==> config.mk <==
export PLATFORM = sky130hd
export DESIGN_NAME = rr_mux_arbiter
export DESIGN_NICKNAME = d
export VERILOG_FILES = /design/src/rtl/rr_mux_arbiter_pkg.sv /design/src/rtl/rr_mux_arbiter_mux_w.sv /design/src/rtl/rr_mux_arbiter.sv
export SDC_FILE = /design/constraint.sdc
export NUM_CORES = 1
export LEC_CHECK = 0
export CORE_UTILIZATION = 48
export CTS_BUF_LIST = sky130_fd_sc_hd__clkbuf_8
export DETAILED_ROUTE_END_ITERATION = 8
export MAX_ROUTING_LAYER = met4
export PLACE_DENSITY_LB_ADDON = 0.25
export SYNTH_ARGS = -nofsm -noshare
export SYNTH_HDL_FRONTEND = slang
export SYNTH_SLANG_ARGS = --single-unit
==> constraint.sdc <==
create_clock -name CLK -period 5.6 [get_ports CLK]
set_input_delay 1.68 -clock CLK [delete_from_list [all_inputs] [get_ports CLK]]
set_output_delay 1.68 -clock CLK [all_outputs]
set_load 0.01 [all_outputs]
==> src/rtl/rr_mux_arbiter_pkg.sv <==
// Shared encodings for the round-robin mux arbiter.
// Holds the grant-state encoding and the last-granted markers.
package rr_mux_arbiter_pkg;

  typedef enum logic [1:0] {
    ST_IDLE = 2'b00,
    ST_G1   = 2'b01,
    ST_G2   = 2'b10
  } state_e;

  localparam logic LAST_1 = 1'b0;
  localparam logic LAST_2 = 1'b1;

  localparam int unsigned CNT_W = 8;

endpackage

==> src/rtl/rr_mux_arbiter_mux_w.sv <==
// Combinational DATA_W-wide 2:1 data select.
// Ports: X1/X2 data in, S select (0 -> X1, 1 -> X2), Y muxed data out.
module mux_w #(
  parameter int unsigned DATA_W = 8
) (
  input  logic [DATA_W-1:0] X1,
  input  logic [DATA_W-1:0] X2,
  input  logic              S,
  output logic [DATA_W-1:0] Y
);

  assign Y = S ? X2 : X1;

endmodule

==> src/rtl/rr_mux_arbiter.sv <==
// Two-requester round-robin arbiter driving a registered shared data path.
// Ports: CLK, RST_N (sync, active-low), REQ1/REQ2, X1/X2 in; GNT1/GNT2, S, Y, VALID out.
module rr_mux_arbiter
  import rr_mux_arbiter_pkg::*;
#(
  parameter int unsigned DATA_W   = 8,
  parameter int unsigned HOLD_MAX = 15
) (
  input  logic              CLK,
  input  logic              RST_N,
  input  logic              REQ1,
  input  logic              REQ2,
  input  logic [DATA_W-1:0] X1,
  input  logic [DATA_W-1:0] X2,
  output logic              GNT1,
  output logic              GNT2,
  output logic              S,
  output logic [DATA_W-1:0] Y,
  output logic              VALID
);

  localparam logic [CNT_W-1:0] HOLD_TOP = CNT_W'(HOLD_MAX - 1);

  state_e             state_q, state_d;
  logic [CNT_W-1:0]   cnt_q, cnt_d;
  logic               last_q, last_d;
  logic               gnt1_q, gnt1_d;
  logic               gnt2_q, gnt2_d;
  logic               s_q, s_d;
  logic [DATA_W-1:0]  y_q, y_d;
  logic               valid_q, valid_d;
  logic [DATA_W-1:0]  mux_y;

  mux_w #(.DATA_W(DATA_W)) u_mux (
    .X1 (X1),
    .X2 (X2),
    .S  (s_q),
    .Y  (mux_y)
  );

  always_comb begin
    state_d = state_q;
    unique case (state_q)
      ST_IDLE: begin
        if (REQ1 && REQ2)
          state_d = (last_q == LAST_1) ? ST_G2 : ST_G1;
        else if (REQ1)
          state_d = ST_G1;
        else if (REQ2)
          state_d = ST_G2;
      end
      ST_G1: begin
        if (!REQ1)
          state_d = REQ2 ? ST_G2 : ST_IDLE;
        else if (REQ2 && cnt_q == HOLD_TOP)
          state_d = ST_G2;
      end
      ST_G2: begin
        if (!REQ2)
          state_d = REQ1 ? ST_G1 : ST_IDLE;
        else if (REQ1 && cnt_q == HOLD_TOP)
          state_d = ST_G1;
      end
      default: state_d = ST_IDLE;
    endcase
  end

  // Counter restarts on any grant entry/change and saturates so an
  // uncontended owner is never forced off.
  always_comb begin
    cnt_d = '0;
    if (state_d != ST_IDLE && state_d == state_q)
      cnt_d = (cnt_q == HOLD_TOP) ? cnt_q : cnt_q + CNT_W'(1);
  end

  always_comb begin
    last_d = last_q;
    if (state_d == ST_G1)
      last_d = LAST_1;
    else if (state_d == ST_G2)
      last_d = LAST_2;
  end

  always_comb begin
    gnt1_d  = (state_d == ST_G1);
    gnt2_d  = (state_d == ST_G2);
    s_d     = s_q;
    if (state_d == ST_G1)
      s_d = 1'b0;
    else if (state_d == ST_G2)
      s_d = 1'b1;
    // Data register only loads while a grant is live, so it
    // retains the last granted word once the path goes idle.
    valid_d = gnt1_q | gnt2_q;
    y_d     = valid_d ? mux_y : y_q;
  end

  always_ff @(posedge CLK) begin
    if (!RST_N) begin
      state_q <= ST_IDLE;
      cnt_q   <= '0;
      last_q  <= LAST_2;
      gnt1_q  <= 1'b0;
      gnt2_q  <= 1'b0;
      s_q     <= 1'b0;
      y_q     <= '0;
      valid_q <= 1'b0;
    end else begin
      state_q <= state_d;
      cnt_q   <= cnt_d;
      last_q  <= last_d;
      gnt1_q  <= gnt1_d;
      gnt2_q  <= gnt2_d;
      s_q     <= s_d;
      y_q     <= y_d;
      valid_q <= valid_d;
    end
  end

  assign GNT1  = gnt1_q;
  assign GNT2  = gnt2_q;
  assign S     = s_q;
  assign Y     = y_q;
  assign VALID = valid_q;

endmodule

==> metrics, run 1 <==
status finished clean; critical path capture point type flip-flop; Cell variety after synth 34; critical path data arrival time 3.77 ns; Critical Path RT 5.78 ns; Core Util, Final 0.720; Die Height 49.9 µm; ranking of synthesized cells by area dfxtp_1 42%, mux2i_1 8.2%, ha_1 5.7%, o21ai_0 4.1%, nand2_1 3.7%; Layout Cell Area excl Fill 0.00148 mm²; pwr dens 235 mW/mm²; count of filler cells inserted in the layout 161; antenna violations before repair 0; endpoints failing hold 0; CTS HTree Levels 1; setup-violating endpoint count in the final report 0; static power due to leakage 0.557 nW; highest clock rate 279 MHz; sequential fraction of the synthesis area 0.418; combined area of all synthesized cells 0.00110 mm²; iteration count of the initial detailed-routing pass 4; Post-DP HPWL 1.70 mm; post-synthesis register bit count 23; area of the die 0.00249 mm²; clk_skew 0.00695 ns; total global routing track utilization 0.209; transition time at the pin with the least slew margin 0.932 ns; hold bufs inserted after CTS 0; Placed Instance Area 0.00144 mm²; Initial Util 0.535; share of post-route cells with drive strength above 1 0.0612; total of buffers placed on input and output ports 31; GRT overflow 0; most used standard cells in the synthesized netlist 23 x dfxtp_1, 11 x nand2_1, 9 x mux2i_1, 9 x o21ai_0, 6 x nor2_1; DR DRC count 0; Hold Path Class flip-flop to flip-flop; yosys synthesis warning count 0; crit start category input port; IO Pins 32; count of flip-flops with a built-in enable after synthesis 0; Routed Antenna Nets 0; clock tree root buffer cell clkbuf_8; Slew headroom 0.377; portion of synthesized cell area occupied by the leading cell type 0.418; global-route wire length before repair 3.82 mm; Final Max Tran Viols 0; count of instances resized after the clock tree is built 0; count of antenna diodes in the layout 0; fraction of registers with async set or reset after synthesis 0; number of cells produced by synthesis 114; number of design-rule violations left by the first detailed-router iteration 11; area leader, netlist dfxtp_1; Routed WL 2.24 mm; RSZ-0062 raised after global routing false; top_reg_cell synth dfxtp_1; count of maximum capacitance violations 0; pin count of the biggest net entering global routing 14; clk_lat worst skew 0.27 ns; maximum fanout count along the critical path 7; total negative setup slack 0 ns; core outline area 0.00206 mm²; clock-pin slew reported for the worst setup and hold paths after clock tree synthesis 0.08 ns; die boundary width 49.9 µm; final critical-path share of the clock period 0.641; via count of the first global-routing pass 900; final period demand of the worst path 3.59 ns; Total Power 0.000348 W; cell with the most instances after synthesis dfxtp_1; number of nets produced by synthesis 139; FP Rows 16; Clock Sinks 23; count of nets after finishing 173; vias 929; TritonCTS clock tree yes; routed wirelength normalized by instance count 12.9 µm; maximum vdd ir drop 0.000158 V; final weighted congestion in routability-driven placement 0.834; setup bufs post-CTS 0; area overhead of the layout relative to synthesis 34.6%; post-detailed-route via-to-cell ratio 5.34; number of buffers on the longest clock path 2; TritonCTS buffer count 3; syn_area_per_cell 9.67 µm²; kind of critical path input port to flip-flop
==> metal layers <==
layer,part of all wire,global-route usage,wire length (µm),vias up
met3,0.029,0.0278,66,5
met5,0,-,0,-
li1,-,-,-,471
met4,0.022,0.114,49,0
met1,0.45,0.239,999,434
met2,0.50,0.351,1130,19
==> registers in the layout, indices dropped and copies added, names as in the netlist <==
register  flops
GNT1          1
GNT2          1
S             1
VALID         1
Y             8
cnt_q         8
last_q        1
state_q       2
==> path summary, 6_finish.rpt <==
kind,from,endpoint,slack (ns),cells after the start
max,REQ2,cnt_q[1]$_SDFFE_PN0P_,2.01,9
min,Y[3]$_SDFFE_PN0P_,Y[3]$_SDFFE_PN0P_,0.46,2
max reg2reg,cnt_q[7]$_SDFFE_PN0P_,cnt_q[1]$_SDFFE_PN0P_,3.14,9
min reg2reg,Y[3]$_SDFFE_PN0P_,Y[3]$_SDFFE_PN0P_,0.46,2
==> critical path, stage by stage <==
cell	delay (ns)
clkdlybuf4s50_1	0.51
o21a_1	0.23
a21oi_1	0.21
o31ai_1	0.15
ha_1	0.22
nand2b_1	0.16
a221oi_2	0.24
o21ai_2	0.16
a211oi_2	0.22
==> layout by cell type, fill, tap and decap left out <==
| cell | instances |
|---|---|
| nor4_4 | 1 |
| o21ai_0 | 9 |
| xnor2_1 | 3 |
| nand2b_1 | 4 |
| and3_1 | 2 |
| or3_1 | 1 |
| nand2_1 | 11 |
| nand3_4 | 1 |
| and3b_1 | 1 |
| dfxtp_1 | 23 |
| mux2i_1 | 9 |
| o31a_1 | 1 |
| clkinv_2 | 1 |
| o21a_1 | 1 |
| nor2_1 | 6 |
| ha_1 | 5 |
| o21ai_1 | 1 |
| a22oi_1 | 1 |
| a211oi_2 | 1 |
| o22ai_1 | 1 |
| nand4_1 | 3 |
| clkdlybuf4s50_1 | 31 |
| and2_1 | 5 |
| o21ai_2 | 1 |
| nand3_1 | 1 |
| inv_1 | 3 |
| nor3b_1 | 3 |
| a221oi_2 | 1 |
| o311a_1 | 1 |
| nor2b_1 | 2 |
| a21oi_1 | 4 |
| clkbuf_8 | 3 |
| xor2_1 | 4 |
| o2bb2ai_1 | 1 |
| o31ai_1 | 1 |
==> metrics by stage <==
step / worst slack, ns / cells / hold WS, ns
detailed placement: 1.77 / 170 / 0.442
floorplan: 2.52 / 114 / 0.469
finish: 2.01 / 174 / 0.456
global route: 1.84 / 174 / 0.480
CTS: 2.03 / 174 / 0.461
global placement: 1.90 / 170 / 0.436
==> layout make-up <==
type                       instances  area [µm²]  share of cell area
inverter                           3        11.3             0.00759
multi-input combinational         86         622               0.419
clock inverter                     1        5.00             0.00337
timing repair buffer              31         310               0.209
clock buffer                       3        41.3              0.0278
sequential                        23         460               0.310
tap                               27        33.8              0.0228
==> cell families (layout without fill, tap and decap cells) <==
logic type | after synthesis | count (layout) | share of synthesized area
simple gates | 41 | 41 | 0.222
mux | 9 | 9 | 0.0817
compound gates | 24 | 24 | 0.148
buf+inv | 5 | 38 | 0.0182
xor+xnor | 7 | 7 | 0.0556
flops | 23 | 23 | 0.418
fa+ha+maj | 5 | 5 | 0.0568
==> power by group <==
group	internal (W)	switching [W]	leakage, nW
registers	0.000173	0.00000924	0.187
logic	0.0000386	0.0000263	0.344
clock network	0.0000497	0.0000515	0.0255
Power figures use the tool's default switching activity.
==> run 2, diff against run 1 <==
- clock period: 5.6 -> 3.5 ns (I/O delays scaled with it)
==> run 2 against run 1 <==
  * Sequential share of layout area is 0.16 points lower
  * Clock power grew 62%
  * Largest cell class unchanged
  * Register-to-register slack worse by 2.2 ns
  * Highest routed layer unchanged
  * Final cell count increased by 0.57%
  * Flip-flop and latch count unchanged
==> metrics, run 2 (synthesis gave the netlist of run 1 again) <==
transition time at the pin with the least slew margin 0.558 ns (was 0.932 ns); worst r2r src cnt_q[7]$_SDFFE_PN0P_ (unchanged); count of antenna diodes in the layout 0 (unchanged); final weighted congestion in routability-driven placement 0.837 (was 0.834); clock tree root buffer cell clkbuf_8 (unchanged); number of buffers on the longest clock path 2 (unchanged); Clock Sinks 23 (unchanged); Critical Path RT 3.68 ns (was 5.78 ns); clk_skew 0.00492 ns (was 0.00695 ns); FP Rows 16 (unchanged); final cell count without fillers 175 (was 174); clk_lat worst skew 0.26 ns (was 0.27 ns); final period demand of the worst path 2.96 ns; iteration count of the initial detailed-routing pass 4 (unchanged); crit start category input port (unchanged); pwr dens 376 mW/mm² (was 235 mW/mm²); maximum vdd ir drop 0.000339 V (was 0.000158 V); antenna violations before repair 0 (unchanged); highest clock rate 337 MHz; static power due to leakage 0.562 nW (was 0.557 nW); Die Height 49.9 µm (unchanged); Initial Util 0.535 (unchanged); critical path capture point type flip-flop (unchanged); FF/Latch Area 460 µm² (unchanged); Core Util, Final 0.723 (was 0.720); final worst hold slack 0.459 ns (was 0.456 ns); area overhead of the layout relative to synthesis 35.3% (was 34.6%); Min-Delay Startpoint Y[1]$_SDFFE_PN0P_ (was Y[3]$_SDFFE_PN0P_); hold bufs inserted after CTS 0 (unchanged); IO Pins 32 (unchanged); die boundary width 49.9 µm (unchanged); setup bufs post-CTS 0 (unchanged); total of buffers placed on input and output ports 31 (unchanged); total global routing track utilization 0.205 (was 0.209); status finished clean (unchanged); count of nets after finishing 174 (was 173); pre-CTS setup slack 0.280 ns (was 1.77 ns); total negative setup slack 0 ns (unchanged); RSZ-0062 raised after global routing false (unchanged); via count of the first global-routing pass 854 (was 900); count of instances resized after the clock tree is built 0 (unchanged); Final Max Tran Viols 0 (unchanged); core outline area 0.00206 mm² (unchanged); endpoints failing hold 0 (unchanged); post-detailed-route via-to-cell ratio 5.33 (was 5.34); share of post-route cells with drive strength above 1 0.0676 (was 0.0612); maximum fanout count along the critical path 7 (unchanged); slack of the worst reg-to-reg path 0.91 ns (was 3.14 ns); setup-violating endpoint count in the final report 0 (unchanged); area of the die 0.00249 mm² (unchanged); pin count of the biggest net entering global routing 14 (unchanged); number of design-rule violations left by the first detailed-router iteration 20 (was 11); TritonCTS buffer count 3 (unchanged); final critical-path share of the clock period 0.847; CTS HTree Levels 1 (unchanged); commonest non-fill, non-tap cells in the layout 31 x clkdlybuf4s50_1, 23 x dfxtp_1, 11 x nand2_1 (unchanged); critical path data arrival time 3.15 ns (was 3.77 ns); cell total after placement 171 (was 170); footprint of the multi-input gates 622 µm² (unchanged); GRT overflow 0 (unchanged); global-route wire length before repair 3.76 mm (was 3.82 mm); Routed WL 2.24 mm (about the same); Routed Antenna Nets 0 (unchanged); vias 933 (was 929); kind of critical path input port to flip-flop (unchanged); TritonCTS clock tree yes (unchanged); worst setup margin 0.535 ns (was 2.01 ns); count of maximum capacitance violations 0 (unchanged); most common library cell in the layout ignoring fill and taps clkdlybuf4s50_1 (unchanged); Post-DP HPWL 1.70 mm (about the same); clock-pin slew reported for the worst setup and hold paths after clock tree synthesis 0.08 ns (about the same); routed wirelength normalized by instance count 12.8 µm (was 12.9 µm); count of filler cells inserted in the layout 158 (was 161); Hold Path Class flip-flop to flip-flop (unchanged); Slew headroom 0.625 (was 0.377); DR DRC count 0 (unchanged); launch point of the worst path REQ2 (unchanged)
run 2: changes by cell type in the layout (fill, tap and decap cells not counted), sizes merged:
cell	previous run	this run
buf	0	1
run 2: through the flow:
stage	power [W]	cell area [µm²]
finish	0.000561	1490
global route	0.000588	1490
CTS	0.000568	1490
detailed placement	0.000403	1450
global placement	0.000399	1450
floorplan	0.000345	1100
run 2: worst max-delay path: stages:
cell             delay, ns
clkdlybuf4s50_1       0.50
o21a_1                0.22
a21oi_1               0.20
o31ai_1               0.16
ha_1                  0.22
nand2b_1              0.15
a221oi_2              0.24
o21ai_2               0.18
a211oi_2              0.22
run 2: cell type report:
type                       instances  area share
multi-input combinational         86       0.417
sequential                        23       0.309
timing repair buffer              32       0.213
clock buffer                       3      0.0277
clock inverter                     1     0.00336
inverter                           3     0.00755
tap                               27      0.0227
run 2: path summary, 6_finish.rpt:
path | to | cells past startpoint
setup / recovery | cnt_q[1]$_SDFFE_PN0P_ | 9
hold / removal | Y[1]$_SDFFE_PN0P_ | 2
setup reg to reg | cnt_q[1]$_SDFFE_PN0P_ | 9
hold reg to reg | Y[1]$_SDFFE_PN0P_ | 2
run 2: power by group:
part           internal, W  leakage (nW)  switching [W]
logic            0.0000630         0.349      0.0000424
registers         0.000276         0.187      0.0000149
clock network    0.0000794        0.0255      0.0000850
total             0.000419         0.562       0.000142
run 2: routing by layer:
layer	vias to the layer above	part of all wire	global-route usage	wire [µm]
met3	5	0.040	0.0370	90
met2	21	0.51	0.349	1140
met1	433	0.44	0.243	987
li1	474	-	-	-
met5	-	0	-	0
met4	0	0.0094	0.0619	21
